## src/rtl/pio_fifo_pair.sv

```systemverilog
// TX/RX FIFO pair sharing two DEPTH-entry banks; join mode lends both banks to one direction.
// Sticky error flags, level thresholds and a mode-change flush.
module pio_fifo_pair #(
  parameter  int unsigned WIDTH = 32,
  parameter  int unsigned DEPTH = 4,
  localparam int unsigned LW    = $clog2(2*DEPTH) + 1
) (
  input  logic             clk,
  input  logic             reset,
  input  logic [1:0]       join_i,
  input  logic             tx_push_i,
  input  logic [WIDTH-1:0] tx_din_i,
  input  logic             tx_pull_i,
  output logic [WIDTH-1:0] tx_dout_o,
  input  logic             rx_push_i,
  input  logic [WIDTH-1:0] rx_din_i,
  input  logic             rx_pull_i,
  output logic [WIDTH-1:0] rx_dout_o,
  output logic             tx_empty_o,
  output logic             tx_full_o,
  output logic             rx_empty_o,
  output logic             rx_full_o,
  output logic [LW-1:0]    tx_level_o,
  output logic [LW-1:0]    rx_level_o,
  input  logic [LW-1:0]    tx_thresh_i,
  input  logic [LW-1:0]    rx_thresh_i,
  output logic             tx_req_o,
  output logic             rx_req_o,
  input  logic [3:0]       flag_clr_i,
  output logic [3:0]       flags_o
);

  localparam int unsigned PW = $clog2(2*DEPTH);
  localparam logic [LW-1:0] CAP_BANK = LW'(DEPTH);
  localparam logic [LW-1:0] CAP_JOIN = LW'(2*DEPTH);

  typedef enum logic [1:0] {
    MODE_SEP     = 2'b00,
    MODE_JOIN_TX = 2'b01,
    MODE_JOIN_RX = 2'b10
  } mode_e;

  logic [WIDTH-1:0] mem_q [2*DEPTH];
  logic [1:0]       join_q, join_d;
  mode_e            mode;
  logic [PW-1:0]    tx_rd_q, tx_rd_d, tx_wr_q, tx_wr_d;
  logic [PW-1:0]    rx_rd_q, rx_rd_d, rx_wr_q, rx_wr_d;
  logic [LW-1:0]    tx_lvl_q, tx_lvl_d, rx_lvl_q, rx_lvl_d;
  logic [3:0]       flags_q, flags_d, flag_set;
  logic [LW-1:0]    tx_cap, rx_cap;
  logic [PW-1:0]    rx_base;
  logic             flush;
  logic             tx_push_ok, tx_pull_ok, rx_push_ok, rx_pull_ok;

  function automatic logic [PW-1:0] adv(input logic [PW-1:0] p, input logic [LW-1:0] cap);
    return ({1'b0, p} == cap - LW'(1)) ? '0 : p + PW'(1);
  endfunction

  always_comb begin
    mode    = MODE_SEP;
    tx_cap  = CAP_BANK;
    rx_cap  = CAP_BANK;
    rx_base = PW'(DEPTH);
    case (join_q)
      2'b01:   mode = MODE_JOIN_TX;
      2'b10:   mode = MODE_JOIN_RX;
      default: mode = MODE_SEP;
    endcase
    case (mode)
      MODE_JOIN_TX: begin tx_cap = CAP_JOIN; rx_cap = '0; rx_base = '0; end
      MODE_JOIN_RX: begin tx_cap = '0; rx_cap = CAP_JOIN; rx_base = '0; end
      default:      ;
    endcase
  end

  assign flush      = (join_i != join_q);
  assign tx_full_o  = (tx_lvl_q == tx_cap);
  assign tx_empty_o = (tx_lvl_q == '0);
  assign rx_full_o  = (rx_lvl_q == rx_cap);
  assign rx_empty_o = (rx_lvl_q == '0);
  assign tx_level_o = tx_lvl_q;
  assign rx_level_o = rx_lvl_q;
  assign flags_o    = flags_q;
  assign tx_req_o   = (tx_lvl_q < tx_thresh_i);
  assign rx_req_o   = (rx_thresh_i != '0) && (rx_lvl_q >= rx_thresh_i);
  assign tx_dout_o  = mem_q[tx_rd_q];
  assign rx_dout_o  = mem_q[rx_base + rx_rd_q];

  // A zero-capacity FIFO is both full and empty, so its push/pull are rejected by the
  // normal checks; only flag raising needs the explicit capacity guard.
  assign tx_push_ok = tx_push_i && !tx_full_o  && !flush;
  assign tx_pull_ok = tx_pull_i && !tx_empty_o && !flush;
  assign rx_push_ok = rx_push_i && !rx_full_o  && !flush;
  assign rx_pull_ok = rx_pull_i && !rx_empty_o && !flush;

  always_comb begin
    flag_set    = '0;
    flag_set[0] = tx_push_i && tx_full_o  && (tx_cap != '0) && !flush;
    flag_set[1] = tx_pull_i && tx_empty_o && (tx_cap != '0) && !flush;
    flag_set[2] = rx_push_i && rx_full_o  && (rx_cap != '0) && !flush;
    flag_set[3] = rx_pull_i && rx_empty_o && (rx_cap != '0) && !flush;
    flags_d     = (flags_q & ~flag_clr_i) | flag_set;
    join_d      = join_i;
    tx_rd_d     = tx_pull_ok ? adv(tx_rd_q, tx_cap) : tx_rd_q;
    tx_wr_d     = tx_push_ok ? adv(tx_wr_q, tx_cap) : tx_wr_q;
    rx_rd_d     = rx_pull_ok ? adv(rx_rd_q, rx_cap) : rx_rd_q;
    rx_wr_d     = rx_push_ok ? adv(rx_wr_q, rx_cap) : rx_wr_q;
    tx_lvl_d    = tx_lvl_q + LW'(tx_push_ok) - LW'(tx_pull_ok);
    rx_lvl_d    = rx_lvl_q + LW'(rx_push_ok) - LW'(rx_pull_ok);
    if (flush) begin
      tx_rd_d  = '0;
      tx_wr_d  = '0;
      rx_rd_d  = '0;
      rx_wr_d  = '0;
      tx_lvl_d = '0;
      rx_lvl_d = '0;
    end
  end

  always_ff @(posedge clk) begin
    if (reset) begin
      join_q   <= '0;
      tx_rd_q  <= '0;
      tx_wr_q  <= '0;
      rx_rd_q  <= '0;
      rx_wr_q  <= '0;
      tx_lvl_q <= '0;
      rx_lvl_q <= '0;
      flags_q  <= '0;
    end else begin
      join_q   <= join_d;
      tx_rd_q  <= tx_rd_d;
      tx_wr_q  <= tx_wr_d;
      rx_rd_q  <= rx_rd_d;
      rx_wr_q  <= rx_wr_d;
      tx_lvl_q <= tx_lvl_d;
      rx_lvl_q <= rx_lvl_d;
      flags_q  <= flags_d;
    end
  end

  // TX always starts at entry 0; RX starts at bank 1 when separate. Join modes give one
  // side zero capacity, so the two write ports never target the same entry.
  always_ff @(posedge clk) begin
    if (!reset && tx_push_ok) mem_q[tx_wr_q] <= tx_din_i;
    if (!reset && rx_push_ok) mem_q[rx_base + rx_wr_q] <= rx_din_i;
  end

endmodule

```

## config.mk

```make
export PLATFORM = sky130hd
export DESIGN_NAME = pio_fifo_pair
export DESIGN_NICKNAME = d
export VERILOG_FILES = /design/src/rtl/pio_fifo_pair.sv
export SDC_FILE = /design/constraint.sdc
export NUM_CORES = 1
export LEC_CHECK = 0
export CORE_MARGIN = 4
export CORE_UTILIZATION = 54
export CTS_BUF_LIST = sky130_fd_sc_hd__clkbuf_8
export DETAILED_ROUTE_END_ITERATION = 7
export HOLD_SLACK_MARGIN = 0.1
export PLACE_DENSITY = 0.79
export SLEW_MARGIN = 15
export SYNTH_ARGS = -nofsm -noshare
export SYNTH_HDL_FRONTEND = slang
export SYNTH_SLANG_ARGS = --single-unit
```

## constraint.sdc

```tcl
create_clock -name clk -period 4.6 [get_ports clk]
set_input_delay 1.15 -clock clk [delete_from_list [all_inputs] [get_ports clk]]
set_output_delay 1.15 -clock clk [all_outputs]
set_load 0.02 [all_outputs]
```

==> impl_metrics.ini <==
[outcome]
outcome = completed

[logic_synthesis]
synth_top_family_by_area = multiplexers
ys_seq_elements = 285
synth_top_area_frac = 0.459
synth_fp_nets = 1104
synthesis.area_mm2 = 0.0167
synth_area_leaders = edfxtp_1 (46%), mux4_2 (17%), mux2_2 (16%)
seq_area_frac_synth = 0.494
synth_area_per_cell_um2 = 16.8
synth_edf_count = 256
syn_inst = 995
synthSimpleGateAreaFrac = 0.0312
yosysTopAreaCell = edfxtp_1
synthMuxAreaShare = 0.403
synthArstFlopShare = 0
synth_fa_ha_area_frac = 0.0196
synth_compound_area_frac = 0.0146
synthXorXnorAreaFrac = 0.0111
synth_cell_types = 52
yosysWarnings = 0
synth_ff_type = edfxtp_1

[detailed_routing]
ant_nets = 0
drc = 0
drt_pass1_iterations = 5
drtIter0Drc = 885
via_per_inst = 6.27
wl_um = 41900
avgRoutedWirePerCell_um = 25.8
via_count = 10162

[worst_setup_path]
crit_path_start_kind = register
worstSetupStartpoint = join_q[0]$_SDFF_PP0_
cp.arrival_ns = 3.25
reg2reg_from = join_q[0]$_SDFF_PP0_
reg2regPathDepth = 8
cp_data_required_time_ns = 3.45
worst_setup_path_end_kind = primary output
cp_num_cells = 6
critPathTopFamily = buffers and inverters
crit_buf_inv = 3
cpPeakStageDelay_ns = 0.71
crit_chain = inv_1, ha_2, xor2_1, or4_4, inv_2, clkdlybuf4s50_1
cp_max_fo = 13
crit_slowest_cell = clkdlybuf4s50_1
timing_worst_setup_path_type = reg -> out

[timing]
min_period_ns = 4.40
hold_violations = 0
clock_skew_ns = 0.0261
tns_ns = 0
relSlewSlack = 0.478
period_share = 0.956
setup_viol = 0
whs_ns = 0.468
tightest_slew_ns = 0.780
final_max_slew_viol_count = 0
max_freq_mhz = 227
grt_setup_unrepaired = false

[clock_tree]
clock-root-buffer = clkbuf_8
cts_hold_buffers = 0
clk_pin_slew_ns = 0.06
cts_tree = done
cts_sinks = 285
cts.htree.levels = 2
cts-buffers-inserted = 47
clockBufferDepth = 3
clkLatencyLatePin_ns = 0.56

[worst_hold_path]
hold_start = flags_o[1]$_SDFF_PP0_
whs_path_depth = 2
hp-class = reg -> reg

[pwr]
power_mw = 5.45
p_int_mw = 4.15
p_leak_nw = 6.73
comb_power_share = 0.108
seqPwrFrac = 0.523
ir_drop_v = 0.000203
power.density_mw_per_mm2 = 271
p_switching_mw = 1.30
power.clock.fraction = 0.369
power.share.switching = 0.239

[placement]
numPlacedInstances = 1532
gp_congestion = 0.790
dp_hpwl_um = 26500
io_buffer_count = 165

[floorplan]
start_util = 0.547
die-area_mm2 = 0.0339
die_w_um = 184
core_mm2 = 0.0306
io_pins = 166
rows = 64
dieHeight_um = 184

[final_layout]
layout-area-overhead-vs-synth_pct = 19.9
layout.cells.non_filler = 1621
nets = 1296
mostFrequentLayoutCells = edfxtp_1 (256), mux2_2 (242), clkdlybuf4s50_1 (165)
drive_above_1_share = 0.461
final_core_util = 0.656
final_common_cell = edfxtp_1
antenna_cells = 0

[grt]
first_global_vias = 10889
overflow = 0
grt_start_max_net_pins = 41
antenna_found_initial = 0
grt_pass1_wl_um = 64400
track_usage = 0.249

[run]
maxCapViolCount = 0
-- through the flow --
| step | setup slack [ns] | area, µm² |
|---|---|---|
| 2_1_floorplan | 0.500 | 16700 |
| 3_5_place_dp | 0.414 | 19200 |
| 5_1_grt | 0.0406 | 20100 |
| 6_report | 0.202 | 20100 |
| 3_3_place_gp | 0.454 | 19200 |
| 4_1_cts | 0.0352 | 20100 |
-- synth_stat cells (all sizes together) (10+ instances only) --
master,number
ha,23
xor2,11
mux4,128
buf,42
mux2,320
clkbuf,25
inv,29
nand3,11
dfxtp,29
a21oi,13
nand2,10
nor2,14
edfxtp,256
-- worst min-delay path: cells and delay by family, from the launching register on --
| family | cells | cell delay [ns] |
|---|---|---|
| AND/OR/NAND/NOR | 1 | 0.06 |
| AO/OA/AOI/OAI | 1 | 0.05 |
| flip-flops | 1 | 0.31 |
-- per-layer routing --
layer / track usage / wire [µm] / up-vias
li1: - / - / 4457
met1: 0.330 / 16500 / 5259
met2: 0.441 / 22000 / 400
met3: 0.0409 / 2800 / 46
met4: 0.0455 / 518 / 0
met5: 0 / 0 / -
-- timing repair --
item / CTS / global route
setup endpoints to repair: 4 / 1
gates resized for setup: 0 / 1
endpoints found under the hold margin: 0 / 0
pin swaps: 1 / 0
setup buffers: 2 / 0
-- power by group through the flow --
stage | Sequential (mW) | Clock (mW) | Combinational (mW)
floorplan | 2.90 | 0 | 0.313
global placement | 2.90 | 0 | 0.570
detailed placement | 2.90 | 0 | 0.581
CTS | 2.85 | 2.04 | 0.591
global route | 2.85 | 2.18 | 0.630
finish | 2.85 | 2.01 | 0.590
-- logic make-up (layout without fill, tap and decap cells) --
logic type / count (synthesis) / in the layout
DFF: 285 / 285
muxes: 452 / 452
and+or+nand+nor: 81 / 81
xor gates and xnor gates: 17 / 17
AOI/OAI and AO/OA: 39 / 39
buffers and inverters: 96 / 326
adders and majority gates: 25 / 25
-- state kept, by name, summed over array words and instances, names as in the netlist, named ones only --
signal and flops:
flags_o 4, join_q 2, mem_q 256, rx_level_o 4, rx_rd_q 3, rx_wr_q 3
tx_level_o 4, tx_rd_q 3, tx_wr_q 3
-- final cells by class --
type                    instances  area, µm²
flip-flops and latches        285       8280
clock buffers                  49        674
clock inverters                38        163
well taps                     396        495
multi-input cells             614       8160
fillers                      2161      10500
repair buffers                210       2190
inverters                      29        109
-- worst paths after layout --
kind / end / slack, ns
worst min register to register: flags_o[1]$_SDFF_PP0_ / 0.47
worst max register to register: mem_q[3][6]$_DFFE_PP_ / 0.96
worst max-delay path: rx_full_o / 0.20
worst min-delay path: flags_o[1]$_SDFF_PP0_ / 0.47
Note: power is estimated with default switching activity, not from simulation.
